===== config.mk =====
export PLATFORM = sky130hd
export DESIGN_NAME = fft_reorder_unload
export DESIGN_NICKNAME = d
export VERILOG_FILES = /design/src/rtl/fft_reorder_unload.sv
export SDC_FILE = /design/constraint.sdc
export NUM_CORES = 1
export LEC_CHECK = 0
export ABC_AREA = 1
export BUFFER_PORTS_ARGS = -buffer_cell sky130_fd_sc_hd__buf_2
export CAP_MARGIN = 10
export CELL_PAD_IN_SITES_DETAIL_PLACEMENT = 1
export CELL_PAD_IN_SITES_GLOBAL_PLACEMENT = 1
export CORE_UTILIZATION = 25
export CTS_BUF_LIST = sky130_fd_sc_hd__clkbuf_8
export DETAILED_ROUTE_END_ITERATION = 10
export PLACE_DENSITY = 0.52
export SLEW_MARGIN = 30
export SYNTH_ARGS = -nofsm -noshare
export SYNTH_HDL_FRONTEND = slang
export SYNTH_SLANG_ARGS = --single-unit

===== constraint.sdc =====
create_clock -name clk -period 4.8 [get_ports clk]
set_input_delay 0.96 -clock clk [delete_from_list [all_inputs] [get_ports clk]]
set_output_delay 0.96 -clock clk [all_outputs]
set_load 0.01 [all_outputs]

===== src/rtl/fft_reorder_unload.sv =====
// fft_reorder_unload: captures bit-reversed 16-bin frames into ping-pong banks and streams them out in natural order
module fft_reorder_unload #(
    parameter int DW = 17
) (
    input  logic          clk,
    input  logic          rst,
    input  logic          in_valid,
    input  logic          in_sof,
    input  logic [DW-1:0] in0_R,
    input  logic [DW-1:0] in0_I,
    input  logic [DW-1:0] in1_R,
    input  logic [DW-1:0] in1_I,
    output logic          out_valid,
    input  logic          out_ready,
    output logic [DW-1:0] out0_R,
    output logic [DW-1:0] out0_I,
    output logic [DW-1:0] out1_R,
    output logic [DW-1:0] out1_I,
    output logic [2:0]    out_beat,
    output logic          out_last,
    output logic          ovf,
    output logic          sync_err,
    output logic [7:0]    frame_cnt
);
    typedef enum logic [1:0] {W_IDLE, W_FILL, W_DROP} wstate_t;
    typedef enum logic {R_IDLE, R_SEND} rstate_t;

    wstate_t ws_q;
    rstate_t rs_q;
    logic [2*DW-1:0] mem_q [2][16];
    logic [1:0] full_q;
    logic [2:0] k_q, out_beat_q;
    logic wb_q, rb_q, ovf_q, sync_err_q, out_valid_q, out_last_q;
    logic [4*DW-1:0] out_data_q;
    logic [7:0] frame_cnt_q;
    logic wr_start, wr_go, we, set_full, acc, ld0, ldn, ld, clr_full;
    logic [2:0] wk, nxt, ld_beat_d;

    assign wr_start  = in_valid & in_sof & (ws_q == W_FILL | !full_q[wb_q]);
    assign wr_go     = in_valid & !in_sof & ws_q == W_FILL;
    assign we        = wr_start | wr_go;
    assign wk        = wr_start ? 3'd0 : k_q;
    assign set_full  = wr_go & k_q == 3'd7;
    assign acc       = out_valid_q & out_ready;
    assign ld0       = full_q[rb_q] & (rs_q == R_IDLE | acc & out_last_q);
    assign ldn       = acc & !out_last_q;
    assign ld        = ld0 | ldn;
    assign nxt       = out_beat_q + 3'd1;
    assign ld_beat_d = ld0 ? 3'd0 : nxt;
    assign clr_full  = ldn & nxt == 3'd7;

    assign out_valid = out_valid_q;
    assign {out0_R, out0_I, out1_R, out1_I} = out_data_q;
    assign out_beat  = out_beat_q;
    assign out_last  = out_last_q;
    assign ovf       = ovf_q;
    assign sync_err  = sync_err_q;
    assign frame_cnt = frame_cnt_q;

    // Stream index {k,j} lands at bin {j,k[0],k[1],k[2]} so the bank holds natural order
    always_ff @(posedge clk)
        if (we) begin
            mem_q[wb_q][{1'b0, wk[0], wk[1], wk[2]}] <= {in0_R, in0_I};
            mem_q[wb_q][{1'b1, wk[0], wk[1], wk[2]}] <= {in1_R, in1_I};
        end

    // Writer: frame alignment, beat counting, overflow drop and bank hand-off
    always_ff @(posedge clk or posedge rst)
        if (rst) begin
            ws_q       <= W_IDLE;
            k_q        <= 3'd0;
            wb_q       <= 1'b0;
            ovf_q      <= 1'b0;
            sync_err_q <= 1'b0;
        end else if (in_valid) begin
            if (in_sof) begin
                sync_err_q <= sync_err_q | ws_q == W_FILL;
                ovf_q      <= ovf_q | !wr_start;
                ws_q       <= wr_start ? W_FILL : W_DROP;
                k_q        <= wr_start ? 3'd1 : 3'd0;
            end else if (ws_q == W_FILL) begin
                ws_q <= k_q == 3'd7 ? W_IDLE : W_FILL;
                wb_q <= wb_q ^ (k_q == 3'd7);
                k_q  <= k_q + 3'd1;
            end else begin
                sync_err_q <= sync_err_q | ws_q == W_IDLE;
            end
        end

    // Bank occupancy: writer and reader only ever touch different banks in one cycle
    always_ff @(posedge clk or posedge rst)
        if (rst) begin
            full_q <= 2'b00;
        end else begin
            if (set_full) full_q[wb_q] <= 1'b1;
            if (clr_full) full_q[rb_q] <= 1'b0;
        end

    // Reader: registered output beats, released to the next bank as soon as beat 7 is loaded
    always_ff @(posedge clk or posedge rst)
        if (rst) begin
            rs_q        <= R_IDLE;
            rb_q        <= 1'b0;
            out_valid_q <= 1'b0;
            out_data_q  <= '0;
            out_beat_q  <= 3'd0;
            out_last_q  <= 1'b0;
            frame_cnt_q <= 8'd0;
        end else begin
            if (acc & out_last_q) frame_cnt_q <= frame_cnt_q + 8'd1;
            if (ld) begin
                rs_q        <= R_SEND;
                out_valid_q <= 1'b1;
                out_beat_q  <= ld_beat_d;
                out_last_q  <= ld_beat_d == 3'd7;
                rb_q        <= rb_q ^ (ld_beat_d == 3'd7);
                out_data_q  <= {mem_q[rb_q][{ld_beat_d, 1'b0}], mem_q[rb_q][{ld_beat_d, 1'b1}]};
            end else if (acc) begin
                rs_q        <= R_IDLE;
                out_valid_q <= 1'b0;
                out_last_q  <= 1'b0;
            end
        end
endmodule


==> impl_results.md <==
* Largest net degree at the start of global routing at 162
* CTS max path bufs at 3
* Crit path buffers/inverters at 1
* Sw frac at 0.389
* Final Instance Count excl. Fillers at 7,427
* Most common cell after layout, fill and taps aside: nand2_1
* Initial antenna violation count at 26
* CTS Sinks at 1,180
* Fillers at 22,655
* Sw power at 12.1 mW
* Comb power frac at 0.340
* IR drop worst, VDD at 0.000574 V
* Vias per cell at 4.67
* Status: finished clean
* Internal power at 19.1 mW
* Relative slew slack at 0.344
* Top delay family on crit path: compound AO/OA/AOI/OAI gates
* Slew @ Worst Pin at 0.984 ns
* Arrival time of the worst setup path at 4.04 ns
* Mapped cell area at 0.0514 mm^2
* # port buffers at 155
* Clock Skew at 0.0346 ns
* Yosys cell types at 40
* Max-slew violation count at 0
* Syn_nets at 4,549
* Placed cell area at 0.0551 mm^2
* Gpl congestion at 0.752
* Seq/Total Area, Yosys at 0.680
* Via count at 34,712
* Critical path's slowest cell: dfrtp_1
* Htree depth at 4
* Placed Cells at 7,065
* Die Span X at 455 um
* Hold crit path type: in2async
* Post_cts resized at 0
* Yosys reg bits at 1,180
* Post-CTS setup buffers at 0
* Die height at 455 um
* Ports at 156
* Leakage at 21.4 nW
* Clock power share at 0.270
* Post-Route WL at 180,000 um
* Wire per inst at 24.3 um
* Worst skew pair latency at 0.95 ns
* Part of the cycle the worst path needs at 0.710
* CP Class: reg2reg
* CP max stage delay at 0.93 ns
* Detailed placer's ending HPWL at 103,000 um
* Crit. Startpoint: wb_q$_DFFE_PP0P_
* Clk pin slew, worst setup/hold paths at 0.06 ns
* Area Growth Syn to Fin at 14.2%
* Hold_buf cts at 0
* Minimum clock period at 3.41 ns
* CP max FO at 46
* Clock root buffer: clkbuf_8
* Routed Antenna Nets at 0
* Pwr Density at 532 mW/mm^2
* First-pass GRT wire length at 260,000 um
* Core area at 0.204 mm^2
* Required @ worst endpoint at 5.43 ns
* Critical-path cell list: o21ai_1 -> nor2_1 -> nor2_4 -> o21ai_4 -> buf_4 -> o21ai_0
* Max Clock Freq at 293 MHz
* FP Rows at 166
* Layout cells sized above 1 at 0.122
* RSZ-0062 raised after global routing: no
* DRT iter0 DRCs at 2,222
* Commonest non-fill, non-tap cells in the layout: nand2_1 (1,174), edfxtp_1 (1,088), nand3_1 (619), o21ai_0 (437), clkbuf_8 (223)
* CTS tree: built
* Worst r2r src: wb_q$_DFFE_PP0P_
* Syn_area_per_cell at 11.5 um^2
* Cells after Synth at 4,471
* Yosys Warn Count at 0
* Drt pass-1 iters at 5
* Final net count at 4,651
* Final-report setup violation count at 0
* Max Cap Violations at 0
* Die area at 0.207 mm^2
* Drc violations at 0
* Starting Density at 0.252
* Final hold vios at 0
* CTS buffer count at 193
* Startpoint types: flip-flop
* Post-route cell area at 0.0587 mm^2
* Gr usage total at 0.172
* Grt ovf at 0
* Crit. End Element: flip-flop
* Vias in the first global route at 35,829
* Reg power frac at 0.390
[per-stage QoR]
step / util / power, mW / setup TNS, ns / hold slack (ns) / setup WS (ns)
final: 0.287 / 31.2 / 0 / 0.109 / 1.39
after global placement: 0.269 / 23.1 / 0 / 0.465 / 1.13
after CTS: 0.287 / 31.6 / 0 / 0.0579 / 1.33
after floorplan: - / 19.0 / -127.87 / 0.486 / -0.316
after global routing: 0.287 / 32.9 / 0 / 0.0960 / 1.18
after detailed placement: 0.269 / 23.2 / 0 / 0.465 / 1.11
[sequential cells by signal, indices dropped and copies added, names as in the netlist]
name and cells:
frame_cnt 8, full_q 2, k_q 3, mem_q 1088
out_beat 3, out_data_q 68, out_last 1, out_valid 1
ovf 1, rb_q 1, sync_err 1, wb_q 1
ws_q 2
[layer usage]
layer,vias to the layer above,track usage,wire length (um)
met5,-,0,110
met4,18,0.0632,5870
met3,303,0.0300,7060
met2,666,0.284,86100
met1,17835,0.224,81200
li1,15890,-,-
[final timing paths]
kind	endpoint	slack, ns	depth (start not counted)
setup reg to reg	mem_q[0][254]$_DFFE_PP_	1.39	6
hold / removal	out_data_q[43]$_DFFE_PP0P_	0.11	2
max in group asynchronous	out_data_q[30]$_DFFE_PP0P_	3.76	3
min in group clk	out_valid$_DFFE_PP0P_	0.24	2
hold reg to reg	frame_cnt[7]$_DFFE_PP0P_	0.47	1
setup / recovery	mem_q[0][254]$_DFFE_PP_	1.39	6
[synthesized netlist by cell type (all sizes together)]
library cell     n  share of area
nand2         1179          0.086
edfxtp        1088           0.64
nand3          626          0.062
o21ai          492          0.048
mux2i          204          0.040
buf            200          0.023
inv            150          0.011
clkbuf         131         0.0098
or2            117          0.014
dfrtp           92          0.045
a21boi          84          0.012
and2            46         0.0056
nor2            34         0.0030
a21oi            6        0.00066
ha               5         0.0012
xor2             5        0.00085
xnor2            3        0.00051
nand4            2        0.00024
o21bai           2        0.00029
o22ai            2        0.00024
mux2             1        0.00022
nor3             1        0.00019
nor3b            1        0.00015
[power by group through the flow]
| stage | sequential, mW | combinational (mW) | clock [mW] |
|---|---|---|---|
| CTS | 12.2 | 10.8 | 8.65 |
| global route | 12.2 | 11.7 | 9.04 |
| floorplan | 12.2 | 6.81 | 0 |
| global placement | 12.4 | 10.7 | 0 |
| finish | 12.2 | 10.6 | 8.43 |
| detailed placement | 12.4 | 10.7 | 0 |
[final cells by class]
type / instances / area, um^2 / share of cell area
clock buffers: 223 / 3070 / 0.0523
multi-input cells: 2810 / 14400 / 0.245
repair buffers: 238 / 1770 / 0.0301
inverters: 150 / 587 / 0.00999
clock inverters: 129 / 552 / 0.00940
well taps: 2688 / 3360 / 0.0573
diodes: 9 / 22.5 / 0.000384
flip-flops and latches: 1180 / 35000 / 0.596
[cell families (layout without fill, tap and decap cells)]
family	count (synthesis)	in the layout	synth area share
buf+inv	481	740	0.0442
mux	205	205	0.0399
xor+xnor	8	8	0.00136
compound gates	586	586	0.0614
other cells	0	9	0
flops	1180	1180	0.680
fa+ha+maj	5	5	0.00122
simple gates	2006	2006	0.172
[worst register-to-register path, stage by stage (launching register included)]
cell and delay (ns):
dfrtp_1 0.93, o21ai_1 0.15, nor2_1 0.22, nor2_4 0.10, o21ai_4 0.71, buf_4 0.65
o21ai_0 0.34
No activity file was read; power rests on OpenSTA's default activity.
